[config.mk]
export PLATFORM = sky130hd
export DESIGN_NAME = axi_xbar_nslv
export DESIGN_NICKNAME = d
export VERILOG_FILES = /design/src/rtl/axi_xbar_nslv.sv
export SDC_FILE = /design/constraint.sdc
export NUM_CORES = 1
export LEC_CHECK = 0
export BUFFER_PORTS_ARGS = -buffer_cell sky130_fd_sc_hd__buf_2
export CAP_MARGIN = 20
export CORE_AREA = 3 3 298 300
export DETAILED_ROUTE_END_ITERATION = 16
export DIE_AREA = 0 0 301 303
export GPL_ROUTABILITY_DRIVEN = 0
export PLACE_DENSITY = 0.36
export SLEW_MARGIN = 5
export SYNTH_ARGS = -nofsm -noshare
export SYNTH_HDL_FRONTEND = slang
export SYNTH_SLANG_ARGS = --single-unit
[constraint.sdc]
create_clock -name i_clock -period 1.5 [get_ports i_clock]
set_input_delay 0.15 -clock i_clock [delete_from_list [all_inputs] [get_ports i_clock]]
set_output_delay 0.15 -clock i_clock [all_outputs]
set_load 0.01 [all_outputs]
[src/rtl/axi_xbar_nslv.sv]
// Purpose: 1-master to N_SLV-slave AXI4 demux; decodes AR/AW once per burst, routes the whole burst, DECERR for unmapped.
// Latency: 1 cycle from upstream AR/AW handshake to downstream valid; data/response beats pass through with zero added latency.
// Backpressure: one outstanding read and one outstanding write; arready/awready low outside IDLE, beats follow the selected slave's ready.
//
// Ports:
//   i_clock, i_reset         clock, synchronous active-high reset
//   i_axi_ar*/o_axi_r*       upstream read address / read data
//   i_axi_aw*/i_axi_w*/o_axi_b*  upstream write address / write data / write response
//   o_s_*/i_s_*              downstream channels, N_SLV slots packed, slot 0 in the LSBs
module axi_xbar_nslv #(
    parameter int N_SLV  = 3,
    parameter int ADDR_W = 32,
    parameter int DATA_W = 32,
    parameter int ID_W   = 4,
    parameter logic [N_SLV*ADDR_W-1:0] SLV_BASE = {32'h0200_0000, 32'hA000_03F8, 32'h8000_0000},
    parameter logic [N_SLV*ADDR_W-1:0] SLV_MASK = {32'hFFFF_0000, 32'hFFFF_FFF8, 32'hF000_0000}
) (
    input  logic                        i_clock,
    input  logic                        i_reset,
    // upstream AR
    input  logic [ADDR_W-1:0]           i_axi_araddr,
    input  logic                        i_axi_arvalid,
    input  logic [ID_W-1:0]             i_axi_arid,
    input  logic [7:0]                  i_axi_arlen,
    input  logic [2:0]                  i_axi_arsize,
    input  logic [1:0]                  i_axi_arburst,
    output logic                        o_axi_arready,
    // upstream R
    output logic [DATA_W-1:0]           o_axi_rdata,
    output logic                        o_axi_rvalid,
    output logic [1:0]                  o_axi_rresp,
    output logic [ID_W-1:0]             o_axi_rid,
    output logic                        o_axi_rlast,
    input  logic                        i_axi_rready,
    // upstream AW
    input  logic [ADDR_W-1:0]           i_axi_awaddr,
    input  logic                        i_axi_awvalid,
    input  logic [ID_W-1:0]             i_axi_awid,
    input  logic [7:0]                  i_axi_awlen,
    input  logic [2:0]                  i_axi_awsize,
    input  logic [1:0]                  i_axi_awburst,
    output logic                        o_axi_awready,
    // upstream W
    input  logic [DATA_W-1:0]           i_axi_wdata,
    input  logic [DATA_W/8-1:0]         i_axi_wstrb,
    input  logic                        i_axi_wvalid,
    input  logic                        i_axi_wlast,
    output logic                        o_axi_wready,
    // upstream B
    output logic [1:0]                  o_axi_bresp,
    output logic                        o_axi_bvalid,
    output logic [ID_W-1:0]             o_axi_bid,
    input  logic                        i_axi_bready,
    // downstream AR
    output logic [N_SLV*ADDR_W-1:0]     o_s_araddr,
    output logic [N_SLV-1:0]            o_s_arvalid,
    output logic [N_SLV*ID_W-1:0]       o_s_arid,
    output logic [N_SLV*8-1:0]          o_s_arlen,
    output logic [N_SLV*3-1:0]          o_s_arsize,
    output logic [N_SLV*2-1:0]          o_s_arburst,
    input  logic [N_SLV-1:0]            i_s_arready,
    // downstream R
    input  logic [N_SLV*DATA_W-1:0]     i_s_rdata,
    input  logic [N_SLV-1:0]            i_s_rvalid,
    input  logic [N_SLV*2-1:0]          i_s_rresp,
    input  logic [N_SLV*ID_W-1:0]       i_s_rid,
    input  logic [N_SLV-1:0]            i_s_rlast,
    output logic [N_SLV-1:0]            o_s_rready,
    // downstream AW
    output logic [N_SLV*ADDR_W-1:0]     o_s_awaddr,
    output logic [N_SLV-1:0]            o_s_awvalid,
    output logic [N_SLV*ID_W-1:0]       o_s_awid,
    output logic [N_SLV*8-1:0]          o_s_awlen,
    output logic [N_SLV*3-1:0]          o_s_awsize,
    output logic [N_SLV*2-1:0]          o_s_awburst,
    input  logic [N_SLV-1:0]            i_s_awready,
    // downstream W
    output logic [N_SLV*DATA_W-1:0]     o_s_wdata,
    output logic [N_SLV*DATA_W/8-1:0]   o_s_wstrb,
    output logic [N_SLV-1:0]            o_s_wvalid,
    output logic [N_SLV-1:0]            o_s_wlast,
    input  logic [N_SLV-1:0]            i_s_wready,
    // downstream B
    input  logic [N_SLV*2-1:0]          i_s_bresp,
    input  logic [N_SLV-1:0]            i_s_bvalid,
    input  logic [N_SLV*ID_W-1:0]       i_s_bid,
    output logic [N_SLV-1:0]            o_s_bready
);

    localparam int SW = (N_SLV > 1) ? $clog2(N_SLV) : 1;
    localparam int SB = DATA_W / 8;

    // Returns {hit, index}; scanning downwards lets the lowest matching slot win.
    function automatic logic [SW:0] decode(input logic [ADDR_W-1:0] a);
        logic [SW:0] res;
        res = '0;
        for (int k = N_SLV - 1; k >= 0; k--) begin
            if ((a & SLV_MASK[k*ADDR_W +: ADDR_W]) == SLV_BASE[k*ADDR_W +: ADDR_W]) begin
                res = {1'b1, SW'(k)};
            end
        end
        return res;
    endfunction

    logic [SW:0] ar_dec;
    logic [SW:0] aw_dec;
    assign ar_dec = decode(i_axi_araddr);
    assign aw_dec = decode(i_axi_awaddr);

    // ------------------------------------------------------------------
    // Read path
    // ------------------------------------------------------------------
    typedef enum logic [1:0] {R_IDLE, R_ADDR, R_DATA, R_ERR} r_state_t;

    r_state_t          r_state, r_state_nxt;
    logic [SW-1:0]     r_sel;
    logic [ADDR_W-1:0] r_addr;
    logic [ID_W-1:0]   r_id;
    logic [7:0]        r_len;
    logic [2:0]        r_size;
    logic [1:0]        r_burst;
    logic [7:0]        r_cnt;

    always_ff @(posedge i_clock) begin
        if (i_reset) begin
            r_state <= R_IDLE;
            r_sel   <= '0;
            r_addr  <= '0;
            r_id    <= '0;
            r_len   <= '0;
            r_size  <= '0;
            r_burst <= '0;
            r_cnt   <= '0;
        end else begin
            r_state <= r_state_nxt;
            if (r_state == R_IDLE && i_axi_arvalid) begin
                r_sel   <= ar_dec[SW-1:0];
                r_addr  <= i_axi_araddr;
                r_id    <= i_axi_arid;
                r_len   <= i_axi_arlen;
                r_size  <= i_axi_arsize;
                r_burst <= i_axi_arburst;
                r_cnt   <= '0;
            end else if (r_state == R_ERR && i_axi_rready) begin
                // Leaves R_ERR on cnt==len, so 8 bits never need to wrap.
                r_cnt <= r_cnt + 8'd1;
            end
        end
    end

    always_comb begin
        r_state_nxt   = r_state;
        o_axi_arready = 1'b0;
        o_axi_rdata   = '0;
        o_axi_rvalid  = 1'b0;
        o_axi_rresp   = '0;
        o_axi_rid     = '0;
        o_axi_rlast   = 1'b0;
        o_s_araddr    = '0;
        o_s_arvalid   = '0;
        o_s_arid      = '0;
        o_s_arlen     = '0;
        o_s_arsize    = '0;
        o_s_arburst   = '0;
        o_s_rready    = '0;
        // Everything is held at zero for the whole reset cycle, whatever the state.
        if (!i_reset) begin
            unique case (r_state)
                R_IDLE: begin
                    o_axi_arready = 1'b1;
                    if (i_axi_arvalid) begin
                        r_state_nxt = ar_dec[SW] ? R_ADDR : R_ERR;
                    end
                end
                R_ADDR: begin
                    for (int k = 0; k < N_SLV; k++) begin
                        if (SW'(k) == r_sel) begin
                            o_s_arvalid[k]                 = 1'b1;
                            o_s_araddr[k*ADDR_W +: ADDR_W] = r_addr;
                            o_s_arid[k*ID_W +: ID_W]       = r_id;
                            o_s_arlen[k*8 +: 8]            = r_len;
                            o_s_arsize[k*3 +: 3]           = r_size;
                            o_s_arburst[k*2 +: 2]          = r_burst;
                            if (i_s_arready[k]) begin
                                r_state_nxt = R_DATA;
                            end
                        end
                    end
                end
                R_DATA: begin
                    for (int k = 0; k < N_SLV; k++) begin
                        if (SW'(k) == r_sel) begin
                            o_axi_rvalid  = i_s_rvalid[k];
                            o_axi_rdata   = i_s_rdata[k*DATA_W +: DATA_W];
                            o_axi_rresp   = i_s_rresp[k*2 +: 2];
                            o_axi_rid     = i_s_rid[k*ID_W +: ID_W];
                            o_axi_rlast   = i_s_rlast[k];
                            o_s_rready[k] = i_axi_rready;
                            if (i_s_rvalid[k] && i_axi_rready && i_s_rlast[k]) begin
                                r_state_nxt = R_IDLE;
                            end
                        end
                    end
                end
                R_ERR: begin
                    o_axi_rvalid = 1'b1;
                    o_axi_rresp  = 2'b11;
                    o_axi_rid    = r_id;
                    o_axi_rlast  = (r_cnt == r_len);
                    if (i_axi_rready && (r_cnt == r_len)) begin
                        r_state_nxt = R_IDLE;
                    end
                end
                default: r_state_nxt = R_IDLE;
            endcase
        end
    end

    // ------------------------------------------------------------------
    // Write path
    // ------------------------------------------------------------------
    typedef enum logic [2:0] {W_IDLE, W_ADDR, W_DATA, W_RESP, W_ERR, W_ERESP} w_state_t;

    w_state_t          w_state, w_state_nxt;
    logic [SW-1:0]     w_sel;
    logic [ADDR_W-1:0] w_addr;
    logic [ID_W-1:0]   w_id;
    logic [7:0]        w_len;
    logic [2:0]        w_size;
    logic [1:0]        w_burst;

    always_ff @(posedge i_clock) begin
        if (i_reset) begin
            w_state <= W_IDLE;
            w_sel   <= '0;
            w_addr  <= '0;
            w_id    <= '0;
            w_len   <= '0;
            w_size  <= '0;
            w_burst <= '0;
        end else begin
            w_state <= w_state_nxt;
            if (w_state == W_IDLE && i_axi_awvalid) begin
                w_sel   <= aw_dec[SW-1:0];
                w_addr  <= i_axi_awaddr;
                w_id    <= i_axi_awid;
                w_len   <= i_axi_awlen;
                w_size  <= i_axi_awsize;
                w_burst <= i_axi_awburst;
            end
        end
    end

    always_comb begin
        w_state_nxt   = w_state;
        o_axi_awready = 1'b0;
        o_axi_wready  = 1'b0;
        o_axi_bresp   = '0;
        o_axi_bvalid  = 1'b0;
        o_axi_bid     = '0;
        o_s_awaddr    = '0;
        o_s_awvalid   = '0;
        o_s_awid      = '0;
        o_s_awlen     = '0;
        o_s_awsize    = '0;
        o_s_awburst   = '0;
        o_s_wdata     = '0;
        o_s_wstrb     = '0;
        o_s_wvalid    = '0;
        o_s_wlast     = '0;
        o_s_bready    = '0;
        if (!i_reset) begin
            unique case (w_state)
                W_IDLE: begin
                    o_axi_awready = 1'b1;
                    if (i_axi_awvalid) begin
                        w_state_nxt = aw_dec[SW] ? W_ADDR : W_ERR;
                    end
                end
                W_ADDR: begin
                    for (int k = 0; k < N_SLV; k++) begin
                        if (SW'(k) == w_sel) begin
                            o_s_awvalid[k]                 = 1'b1;
                            o_s_awaddr[k*ADDR_W +: ADDR_W] = w_addr;
                            o_s_awid[k*ID_W +: ID_W]       = w_id;
                            o_s_awlen[k*8 +: 8]            = w_len;
                            o_s_awsize[k*3 +: 3]           = w_size;
                            o_s_awburst[k*2 +: 2]          = w_burst;
                            if (i_s_awready[k]) begin
                                w_state_nxt = W_DATA;
                            end
                        end
                    end
                end
                W_DATA: begin
                    for (int k = 0; k < N_SLV; k++) begin
                        if (SW'(k) == w_sel) begin
                            o_s_wvalid[k]                 = i_axi_wvalid;
                            o_s_wdata[k*DATA_W +: DATA_W] = i_axi_wdata;
                            o_s_wstrb[k*SB +: SB]         = i_axi_wstrb;
                            o_s_wlast[k]                  = i_axi_wlast;
                            o_axi_wready                  = i_s_wready[k];
                            if (i_axi_wvalid && i_s_wready[k] && i_axi_wlast) begin
                                w_state_nxt = W_RESP;
                            end
                        end
                    end
                end
                W_RESP: begin
                    for (int k = 0; k < N_SLV; k++) begin
                        if (SW'(k) == w_sel) begin
                            o_axi_bvalid  = i_s_bvalid[k];
                            o_axi_bresp   = i_s_bresp[k*2 +: 2];
                            o_axi_bid     = i_s_bid[k*ID_W +: ID_W];
                            o_s_bready[k] = i_axi_bready;
                            if (i_s_bvalid[k] && i_axi_bready) begin
                                w_state_nxt = W_IDLE;
                            end
                        end
                    end
                end
                W_ERR: begin
                    // Sink the burst so the master can finish; data is dropped.
                    o_axi_wready = 1'b1;
                    if (i_axi_wvalid && i_axi_wlast) begin
                        w_state_nxt = W_ERESP;
                    end
                end
                W_ERESP: begin
                    o_axi_bvalid = 1'b1;
                    o_axi_bresp  = 2'b11;
                    o_axi_bid    = w_id;
                    if (i_axi_bready) begin
                        w_state_nxt = W_IDLE;
                    end
                end
                default: w_state_nxt = W_IDLE;
            endcase
        end
    end

endmodule

==> flow_summary.yaml <==
finish:
  nNetsFinal: 2601
  design_area_mm2: 0.0187
  final_cells: 3487
  utilization_pct: 21.6
  drive_gt1_share_pct: 50.8
  area_growth_pct: 114
  seq_area_mm2: 0.00232
  fillCellCount: 9855
  multi_input_area_mm2: 0.00656
job:
  maxCapViolCount: 0
detailed_routing:
  wire_per_inst_um: 19.0
  drcViolationCount: 0
  vias: 12800
  ant_nets: 0
  drt-vias-per-instance: 3.67
  drtIter0Drc: 573
  first_pass_iters: 5
  routed_wl_um: 66400
synthesis:
  syn_nets: 1622
  synth.distinct_cells: 55
  synth_common_cells: "and2_1, nand2_1, nor2_1, a21oi_1, dfxtp_1"
  synth_area_mm2: 0.00872
  synth_cells: 1329
  synth_seq_area_share_pct: 26.4
  yosysWarnings: 0
  synth_enable_flop_cells: 0
  synthTopCellsByArea: "dfxtp_1, and2_1, nand2_1, nor2_1, a21oi_1"
  post-synth-top-count-cell: "and2_1"
  async_reset_ff_share_pct: 0
  yosys.area.top_type: "dfxtp_1"
  synth-seq-cells: 115
  synth.top_cell.area_share_pct: 26.4
  postSynthAreaPerCell_um2: 6.56
  synth_ff_type: "dfxtp_1"
sta:
  max_slew.worst_pin.slew_ns: 0.717
  fin_skew_ns: 0.0157
  max_freq_ghz: 0.432
  fin_ws_ns: -0.815
  fin_crit_sh_pct: 154
  slew_violations: 0
  setup_viol: 541
  rsz0062_at_grt: "true"
  hold_viol_final: 0
  final.min_clock_period_ns: 2.32
  slew_headroom_pct: 51.8
setup_path:
  crit_fanout: 7
  worst_setup_path_end_kind: "output port"
  critical_path.endpoint: "o_s_awid[1]"
  cp_data_required_time_ns: 1.35
  crit_arrival_ns: 2.17
  r2r-end: "w_state[0]$_SDFFE_PP0P_"
  crit_start: "w_state[2]$_SDFFE_PP0P_"
  rrSetupSlack_ns: -0.40
  path_class: "flop to output port"
  r2r_start: "w_sel[0]$_SDFFE_PP0P_"
  startpoint_type: "flop"
  r2r_cells: 8
grt:
  grtUsageMet2_pct: 24.9
  gr-usage-all-layers_pct: 13.3
  grt_pass1_wl_um: 87500
  grt_max_degree: 51
  grt_use_met3_pct: 3.53
  grt_pass1_vias: 12500
  grtUsageMet1_pct: 14.9
  top_usage_layer: "met2"
  overflow: 0
  antenna_found_initial: 21
place:
  port_buffers: 761
  dp_cells: 3323
  dpl.hpwl_um: 52700
  dpl_cell_area_mm2: 0.0156
pwr:
  p_leak_uw: 0.00909
  powerDensity_mw_per_mm2: 560
  ir_drop_uv: 761
  p_total_uw: 10500
die:
  start_util_pct: 10.1
  dieHeight_um: 303
  die_w_um: 301
  core.rowCount: 108
  ios: 762
  die-area_mm2: 0.0912
  core_area_mm2: 0.0865
clock_tree:
  cts_root_buffer: "clkbuf_16"
  clk_pin_slew_ns: 0.07
  cts_tree: "built"
  cts_num_sinks: 115
  cts_buffers: 17
  htreeDepth: 4
  cts_buffer_depth: 2
  clock_latency_ns: 0.47
status:
  status: "finished with violations"
  violations: "negative setup slack"
worst_hold_path:
  hold_path.class: "primary input to flop"
cells in the final DEF, fill, tap and decap left out, drive strengths merged, types with 17 or more instances in the layout:
| cell type | count |
|---|---|
| mux2i | 41 |
| buf | 987 |
| nand2 | 218 |
| nor2 | 211 |
| a21oi | 142 |
| and2 | 296 |
| dlygate4sd3 | 76 |
| clkbuf | 26 |
| nor3 | 17 |
| dfxtp | 115 |
| nand2b | 48 |
worst min-delay path by stage:
stage | slack (ns) | to | cells after the start | startpoint
after floorplan | 0.29 | r_addr[0]$_SDFFE_PP0P_ | 2 | i_axi_araddr[0]
after global placement | 0.39 | w_len[0]$_SDFFE_PP0P_ | 3 | i_axi_awlen[0]
after detailed placement | 0.39 | w_id[0]$_SDFFE_PP0P_ | 3 | i_axi_awid[0]
after CTS | 0.002 | w_addr[14]$_SDFFE_PP0P_ | 4 | i_axi_awaddr[14]
after global routing | 0.03 | w_addr[4]$_SDFFE_PP0P_ | 4 | i_axi_awaddr[4]
final | 0.04 | r_addr[9]$_SDFFE_PP0P_ | 4 | i_axi_araddr[9]
layer usage:
layer / share of wire, % / wire length (um)
met1: 39 / 26000
met2: 52 / 34700
met4: 1.5 / 1030
met3: 7.0 / 4630
met5: 0.038 / 25
where the power goes:
| group | leakage [uW] | internal (uW) | total [uW] | switching, uW |
|---|---|---|---|---|
| Clock | 0.000270 | 2330 | 4240 | 1900 |
| Sequential | 0.000945 | 3260 | 3520 | 260 |
| Combinational | 0.00787 | 1290 | 2700 | 1410 |
| Total | 0.00909 | 6880 | 10500 | 3580 |
logic make-up (layout without fill, tap and decap cells):
group / count (synthesis) / after routing / synth area share [%]
AOI/OAI and AO/OA: 179 / 179 / 11.2
xor gates and xnor gates: 15 / 15 / 1.51
adders and majority gates: 1 / 1 / 0.143
buffers and inverters: 118 / 1108 / 5.59
DFF: 115 / 115 / 26.4
muxes: 51 / 51 / 6.04
other: 0 / 11 / 0
and+or+nand+nor: 850 / 852 / 49.1
layout make-up:
class / instances / share of cell area (%)
well taps: 1155 / 7.73
clock buffers: 18 / 2.30
flip-flops and latches: 115 / 12.4
repair buffers: 1073 / 41.4
diodes: 11 / 0.147
inverters: 3 / 0.0803
clock inverters: 14 / 0.783
multi-input cells: 1098 / 35.1
worst max-delay path, stage by stage (launching register included):
cell and delay (ns):
dfxtp_2 0.33, or4b_4 0.55, nor3_4 0.24, buf_12 0.18, clkbuf_16 0.16, and2_4 0.14
buf_6 0.09
sequential cells by signal (all words and copies together) (netlist names):
signal and flops:
w_state 3, r_burst 2, w_id 4, r_addr 32
r_id 4, w_len 8, w_burst 2, w_addr 32
r_size 3, r_cnt 8, w_sel 2, r_sel 2
r_state 2, r_len 8, w_size 3
stage by stage:
stage / hold slack, ns / TNS, ns / setup slack (ns)
3_3_place_gp: 0.394 / -88.70 / -0.855
3_5_place_dp: 0.394 / -89.33 / -0.848
5_1_grt: 0.0275 / -351.08 / -0.891
4_1_cts: 0.00161 / -308.91 / -0.832
6_report: 0.0440 / -290.95 / -0.815
2_1_floorplan: 0.286 / -10.71 / -0.129
what timing repair did:
action                                 CTS  global route
setup buffers                           17             9
hold buffers                            76             0
resized for setup                      127           133
setup endpoints to repair              530           578
endpoints found under the hold margin   76             0
cloned                                  10            11
pin swaps                               34            31
Power figures use the tool's default switching activity.
